<file path="src/rtl/clk_gen_pkg.sv">
// rtl/clk_gen_pkg.sv - shared types and constants for the multi-channel clock/strobe generator
// Contents: mode_e (host-visible channel mode), ch_state_e (channel run state),
//           MIN_DIV (smallest legal period), cfg_t (raw host config record),
//           decode_mode() (maps the 2-bit mode field, reserved code -> OFF).
package clk_gen_pkg;

  localparam int MIN_DIV      = 2;
  localparam int DEF_DIV_BITS = 32;
  localparam int DEF_CNT_BITS = 32;

  typedef enum logic [1:0] {
    MODE_OFF   = 2'b00,
    MODE_AUTO  = 2'b01,
    MODE_BURST = 2'b10
  } mode_e;

  typedef enum logic [1:0] {
    ST_OFF   = 2'b00,
    ST_AUTO  = 2'b01,
    ST_BURST = 2'b10
  } ch_state_e;

  // Raw config record as written by the host at default field widths.
  typedef struct packed {
    mode_e                    mode;
    logic [DEF_DIV_BITS-1:0]  div;
    logic [DEF_DIV_BITS-1:0]  high;
    logic [DEF_CNT_BITS-1:0]  count;
  } cfg_t;

  function automatic mode_e decode_mode(input logic [1:0] raw);
    case (raw)
      2'b01:   decode_mode = MODE_AUTO;
      2'b10:   decode_mode = MODE_BURST;
      default: decode_mode = MODE_OFF;
    endcase
  endfunction

endpackage

</file>
<file path="src/rtl/clk_gen_channel.sv">
// rtl/clk_gen_channel.sv - one generator channel: phase/burst counters, shadow config, output flops
// Ports: clk, rst_n (async, active low), en (run/freeze),
//        cfg_we/cfg_mode/cfg_div/cfg_high/cfg_count (write for this channel),
//        clk_o (divided waveform), tick_o (period-start strobe), busy_o (running),
//        pending_o (shadow config waiting), done_o (burst-complete strobe).
module clk_gen_channel
  import clk_gen_pkg::*;
#(
  parameter int DIV_BITS = 32,
  parameter int CNT_BITS = 32
) (
  input  logic                clk,
  input  logic                rst_n,
  input  logic                en,
  input  logic                cfg_we,
  input  logic [1:0]          cfg_mode,
  input  logic [DIV_BITS-1:0] cfg_div,
  input  logic [DIV_BITS-1:0] cfg_high,
  input  logic [CNT_BITS-1:0] cfg_count,
  output logic                clk_o,
  output logic                tick_o,
  output logic                busy_o,
  output logic                pending_o,
  output logic                done_o
);

  // Config held in effective form: period and high time already clamped.
  typedef struct packed {
    mode_e               mode;
    logic [DIV_BITS-1:0] p;
    logic [DIV_BITS-1:0] h;
    logic [CNT_BITS-1:0] count;
  } eff_cfg_t;

  ch_state_e           state_q, state_d;
  logic [DIV_BITS-1:0] ph_q, ph_d;
  logic [DIV_BITS-1:0] p_q, p_d;
  logic [DIV_BITS-1:0] h_q, h_d;
  logic [CNT_BITS-1:0] rem_q, rem_d;
  logic                clk_q, clk_d;
  logic                tick_q, tick_d;
  logic                done_q, done_d;
  eff_cfg_t            shd_q, shd_d;
  logic                shd_vld_q, shd_vld_d;

  eff_cfg_t            in_cfg;
  eff_cfg_t            apply_cfg;
  logic                apply_req;
  logic                running;
  logic                boundary;
  logic                ld_go;
  ch_state_e           ld_state;

  // Clamp incoming fields; H stays in 1..P-1 so every period has a high and a low cycle.
  always_comb begin
    in_cfg.mode  = decode_mode(cfg_mode);
    in_cfg.p     = (cfg_div < DIV_BITS'(MIN_DIV)) ? DIV_BITS'(MIN_DIV) : cfg_div;
    in_cfg.count = cfg_count;
    if (cfg_high == '0) begin
      in_cfg.h = in_cfg.p >> 1;
    end else if (cfg_high >= in_cfg.p) begin
      in_cfg.h = in_cfg.p - DIV_BITS'(1);
    end else begin
      in_cfg.h = cfg_high;
    end
  end

  // A write in the same cycle as a load point wins over an older shadow.
  always_comb begin
    apply_cfg = cfg_we ? in_cfg : shd_q;
    apply_req = cfg_we | shd_vld_q;
    running   = (state_q != ST_OFF);
    boundary  = running && (ph_q == p_q - DIV_BITS'(1));
    ld_go     = (apply_cfg.mode == MODE_AUTO) ||
                ((apply_cfg.mode == MODE_BURST) && (apply_cfg.count != '0));
    if (!ld_go) begin
      ld_state = ST_OFF;
    end else if (apply_cfg.mode == MODE_AUTO) begin
      ld_state = ST_AUTO;
    end else begin
      ld_state = ST_BURST;
    end
  end

  always_comb begin
    state_d   = state_q;
    ph_d      = ph_q;
    p_d       = p_q;
    h_d       = h_q;
    rem_d     = rem_q;
    clk_d     = clk_q;
    tick_d    = 1'b0;
    done_d    = 1'b0;
    shd_d     = shd_q;
    shd_vld_d = shd_vld_q;

    if (cfg_we) begin
      shd_d     = in_cfg;
      shd_vld_d = 1'b1;
    end

    // With en low everything holds; the shadow still captures writes.
    if (en) begin
      if (!running || boundary) begin
        if (apply_req) begin
          state_d   = ld_state;
          p_d       = apply_cfg.p;
          h_d       = apply_cfg.h;
          rem_d     = apply_cfg.count;
          ph_d      = '0;
          clk_d     = ld_go;
          tick_d    = ld_go;
          shd_vld_d = 1'b0;
        end else if (running) begin
          ph_d = '0;
          if ((state_q == ST_BURST) && (rem_q == CNT_BITS'(1))) begin
            state_d = ST_OFF;
            clk_d   = 1'b0;
            done_d  = 1'b1;
          end else begin
            clk_d  = 1'b1;
            tick_d = 1'b1;
            if (state_q == ST_BURST) begin
              rem_d = rem_q - CNT_BITS'(1);
            end
          end
        end
      end else begin
        ph_d  = ph_q + DIV_BITS'(1);
        clk_d = (ph_d < h_q);
      end
    end
  end

  always_ff @(posedge clk or negedge rst_n) begin
    if (!rst_n) begin
      state_q   <= ST_OFF;
      ph_q      <= '0;
      p_q       <= DIV_BITS'(MIN_DIV);
      h_q       <= DIV_BITS'(1);
      rem_q     <= '0;
      clk_q     <= 1'b0;
      tick_q    <= 1'b0;
      done_q    <= 1'b0;
      shd_q     <= '0;
      shd_vld_q <= 1'b0;
    end else begin
      state_q   <= state_d;
      ph_q      <= ph_d;
      p_q       <= p_d;
      h_q       <= h_d;
      rem_q     <= rem_d;
      clk_q     <= clk_d;
      tick_q    <= tick_d;
      done_q    <= done_d;
      shd_q     <= shd_d;
      shd_vld_q <= shd_vld_d;
    end
  end

  // Strobes are masked by en so a freeze suppresses them from its first cycle.
  assign clk_o     = clk_q;
  assign tick_o    = tick_q & en;
  assign done_o    = done_q & en;
  assign busy_o    = (state_q != ST_OFF);
  assign pending_o = shd_vld_q;

endmodule

</file>
<file path="src/rtl/clk_gen_multi.sv">
// rtl/clk_gen_multi.sv - N_CH-channel clock/strobe generator top
// Ports: clk, rst_n (async, active low), en (global run enable),
//        cfg_we/cfg_ch/cfg_mode/cfg_div/cfg_high/cfg_count (config write; cfg_ch >= N_CH ignored),
//        clk_o/tick_o/busy_o/pending_o/done_o (one bit per channel).
module clk_gen_multi
  import clk_gen_pkg::*;
#(
  parameter int N_CH     = 4,
  parameter int DIV_BITS = 32,
  parameter int CNT_BITS = 32,
  localparam int CH_W    = (N_CH > 1) ? $clog2(N_CH) : 1
) (
  input  logic                clk,
  input  logic                rst_n,
  input  logic                en,
  input  logic                cfg_we,
  input  logic [CH_W-1:0]     cfg_ch,
  input  logic [1:0]          cfg_mode,
  input  logic [DIV_BITS-1:0] cfg_div,
  input  logic [DIV_BITS-1:0] cfg_high,
  input  logic [CNT_BITS-1:0] cfg_count,
  output logic [N_CH-1:0]     clk_o,
  output logic [N_CH-1:0]     tick_o,
  output logic [N_CH-1:0]     busy_o,
  output logic [N_CH-1:0]     pending_o,
  output logic [N_CH-1:0]     done_o
);

  logic [N_CH-1:0] ch_we;

  // Codes beyond the last channel match no index, so those writes fall away.
  always_comb begin
    ch_we = '0;
    for (int i = 0; i < N_CH; i++) begin
      ch_we[i] = cfg_we && (cfg_ch == CH_W'(i));
    end
  end

  for (genvar g = 0; g < N_CH; g++) begin : g_ch
    clk_gen_channel #(
      .DIV_BITS (DIV_BITS),
      .CNT_BITS (CNT_BITS)
    ) u_ch (
      .clk       (clk),
      .rst_n     (rst_n),
      .en        (en),
      .cfg_we    (ch_we[g]),
      .cfg_mode  (cfg_mode),
      .cfg_div   (cfg_div),
      .cfg_high  (cfg_high),
      .cfg_count (cfg_count),
      .clk_o     (clk_o[g]),
      .tick_o    (tick_o[g]),
      .busy_o    (busy_o[g]),
      .pending_o (pending_o[g]),
      .done_o    (done_o[g])
    );
  end

endmodule

</file>
<file path="config.mk">
export PLATFORM = sky130hd
export DESIGN_NAME = clk_gen_multi
export DESIGN_NICKNAME = d
export VERILOG_FILES = /design/src/rtl/clk_gen_pkg.sv /design/src/rtl/clk_gen_channel.sv /design/src/rtl/clk_gen_multi.sv
export SDC_FILE = /design/constraint.sdc
export NUM_CORES = 2
export LEC_CHECK = 0
export ABC_AREA = 1
export ABC_CLOCK_PERIOD_IN_PS = 4000
export BUFFER_PORTS_ARGS = -buffer_cell sky130_fd_sc_hd__buf_4
export CAP_MARGIN = 10
export CELL_PAD_IN_SITES_DETAIL_PLACEMENT = 1
export CELL_PAD_IN_SITES_GLOBAL_PLACEMENT = 1
export CORE_ASPECT_RATIO = 0.6
export CORE_MARGIN = 8
export CORE_UTILIZATION = 47
export CTS_CLUSTER_DIAMETER = 50
export DETAILED_ROUTE_END_ITERATION = 10
export HOLD_SLACK_MARGIN = 0.05
export PLACE_DENSITY_LB_ADDON = 0.1
export SYNTH_ARGS = -nofsm -noshare
export SYNTH_HDL_FRONTEND = slang
export SYNTH_SLANG_ARGS = --single-unit
</file>
<file path="constraint.sdc">
create_clock -name clk -period 4 [get_ports clk]
set_input_delay 0.4 -clock clk [delete_from_list [all_inputs] [get_ports clk]]
set_output_delay 0.4 -clock clk [all_outputs]
set_load 0.03 [all_outputs]
</file>
==> flow_summary.ini <==
[sta]
fmax_mhz = 270
fin_ws_ps = 299
fin_skew_ps = 32.0
fin_crit_ps = 3700
fin_crit_sh_pct = 92.5
setup_tns_ps = 0
tightest_slew_ps = 1060
final_hold_viol_count = 0
rsz0062_at_grt = false
maxSlewViolCount = 0
max-slew-margin-rel_pct = 29.3
setup_viol = 0

[layout]
final-seq-area_um2 = 23200
areaGrowthSynthToFinish_pct = 13.3
nFillCells = 14500
drive_above_1_share_pct = 8.04
finalNetCount = 7918
multi_input_area_um2 = 26300

[routing]
drc = 0
ant_nets = 0
wl_um = 220000
drtIter0Drc = 5214
routed_via_density = 5.63
dr_total_vias = 52100
wire_per_inst_um = 23.8
drt_pass1_iterations = 6

[synthesis]
ys_warn_count = 0
yosys.area.top_type = dfrtp_1
yosysSeqAreaShare_pct = 42.8
syn_avg_cell_area_um2 = 7.26
yosys-top-cells-area = dfrtp_1 42%, nand2_1 17%, inv_1 6.3%
ys_types = 57
netlist.area_leader.share_pct = 42.4
synth_top_cells_by_count = 2512 x nand2_1, 920 x dfrtp_1, 917 x inv_1, 651 x nor2_1, 566 x o21ai_0
yosysMostFrequentCell = nand2_1
synthCells = 7470
synth-seq-cells = 928
syn-cell-area_um2 = 54200
ys.flop_type = dfrtp_1
synth_nets = 7747
synth_edf_count = 0
synthArstFlopShare_pct = 100

[power_and_ir_drop]
ir_worst_vdd_v = 0.000429
power.leakage_nw = 32.0
p_per_area_nw_per_um2 = 683

[worst_setup_path]
cp_top_family = simple AND/OR/NAND/NOR gates
cp_slowest_cell = dfrtp_1
slowest_delay_ps = 470
path_cells = inv_1 > ha_1 > nand2_2 > nor2_4 > nand3_1 > o21bai_1 > nand2_1 > nor2_1 > nand3_1 > nor2_1 > nand3_1 > nand2_2 > nand2_4 > nor2_8 > buf_12 > nand2_1 > nand2_1
worstPathMaxFanout = 27
worstPathRequired_ps = 4660
crit_arrival_ps = 4360
path_buf_inv = 2
worst_setup_path_end_kind = flop
critPathKind = reg -> reg
r2r_start = g_ch[3].u_ch.p_q[0]$_DFFE_PN0P_
cp-startpoint = g_ch[3].u_ch.p_q[0]$_DFFE_PN0P_
critPathLaunchType = flop

[die]
die_w_um = 455
die_area_um2 = 127000
rows = 96
die_y_um = 279
io_pins = 124
core_um2 = 114000
initial_utilization_pct = 47.4

[place]
numPortBuffers = 123
gp_congestion = 1.01
post-place-ws_ps = 204
place_hpwl_um = 166000

[clock_tree]
clk_pin_slew_ps = 70
clk_latency_ps = 750
numCtsBuffers = 104
cts_tree = yes
root_buffer = clkbuf_16
htreeDepth = 3
clock_sinks = 928
clock_path_buffers = 3

[min_path]
hold_path_class = in -> reg
min-delay-start = cfg_count[18]

[run]
cap_violations = 0

[global_routing]
grt_pass1_vias = 52500
grt_pass1_wl_um = 334000
antenna_found_initial = 20
grt_max_degree = 100
grt_usage_pct = 34.2
gr-total-overflow = 0

[outcome]
status = completed
==> worst min-delay path, cell delays in order <==
cell     delay (ps)
buf_4           160
o21ai_0         140
inv_1            90
==> stage by stage <==
stage	utilization (%)	hold slack, ps	power (mW)	std cells	instance area [um^2]
floorplan	-	104	25.1	7470	54200
global placement	50.2	460	30.2	9036	57400
detailed placement	50.2	463	31.0	9036	57400
CTS	53.6	55.8	41.8	9244	61300
global route	53.7	99.5	44.7	9249	61400
finish	53.8	94.7	42.0	9262	61500
==> state kept, by name (all words and copies together) (netlist names) <==
name / cells
g_ch.u_ch.shd_q: 392
g_ch.u_ch.h_q: 128
g_ch.u_ch.p_q: 128
g_ch.u_ch.ph_q: 128
g_ch.u_ch.rem_q: 128
g_ch.u_ch.state_q: 8
g_ch.u_ch.clk_o: 4
g_ch.u_ch.done_q: 4
g_ch.u_ch.pending_o: 4
g_ch.u_ch.tick_q: 4
==> area by class of cell <==
type,instances,share of cell area [%]
repair buffers,324,4.45
clock buffers,133,4.77
multi-input cells,5329,42.7
diodes,15,0.0611
flip-flops and latches,928,37.8
clock inverters,60,1.31
well taps,1519,3.09
inverters,954,5.82
==> path summary, 6_finish.rpt <==
path | cells past startpoint | slack (ps) | to
worst max-delay path | 17 | 300 | g_ch[3].u_ch.h_q[19]$_DFFE_PN0P_
worst min-delay path | 3 | 90 | g_ch[0].u_ch.shd_q[18]$_DFF_PN0_
worst max register to register | 17 | 300 | g_ch[3].u_ch.h_q[19]$_DFFE_PN0P_
worst min register to register | 2 | 470 | g_ch[0].u_ch.h_q[0]$_DFFE_PN1P_
max in group asynchronous | 3 | 2520 | g_ch[1].u_ch.h_q[14]$_DFFE_PN0P_
min in group asynchronous | 2 | 250 | g_ch[0].u_ch.p_q[16]$_DFFE_PN0P_
==> cells by family (layout without fill, tap and decap cells) <==
group                    Yosys count  after routing  share of synthesized area, %
XOR/XNOR                         310            310                          5.03
flip-flops                       928            928                          42.8
AND/OR/NAND/NOR                 3920           3920                          29.9
multiplexers                       4              4                        0.0738
other                              0             15                             0
buffers and inverters           1213           1471                          9.01
AO/OA/AOI/OAI                    922            922                          9.21
adder cells (fa/ha/maj)          173            173                          3.99
==> placed cells by master (no fill, tap or decap), types with 24 or more instances in the layout <==
master,Yosys,layout
nand2_1,2512,2512
dfrtp_1,920,920
inv_1,917,917
nor2_1,651,644
o21ai_0,566,565
nand3_1,363,358
buf_4,28,288
xor2_1,247,246
ha_1,173,172
a21oi_1,126,125
nand4_1,123,123
clkbuf_16,0,106
nor3_1,108,101
o21a_1,75,75
xnor2_1,62,62
o21ai_1,61,62
nor4_1,39,39
or2_2,29,29
o22ai_1,28,28
nand3b_1,26,26
nor2_2,17,24
clkinv_1,24,24
==> metal layers <==
| metal | up-vias | routed length, um | track usage, % |
|---|---|---|---|
| met5 | - | 54 | 0 |
| met4 | 8 | 6200 | 9.47 |
| met3 | 316 | 21100 | 9.32 |
| met2 | 1825 | 87800 | 46.7 |
| met1 | 26100 | 105000 | 52.6 |
| li1 | 23900 | - | - |
==> power breakdown <==
group          switching (mW)  internal (mW)
registers                2.83           12.0
clock network            4.46           6.10
logic                    11.2           5.38
==> timing repair <==
| action | CTS | global route |
|---|---|---|
| hold buffers | 15 | 0 |
| gates resized for setup | 0 | 15 |
| endpoints found under the setup margin | 0 | 5 |
| hold endpoints to repair | 77 | 0 |
| buffers inserted | 0 | 2 |
(Power assumes the default switching activity.)
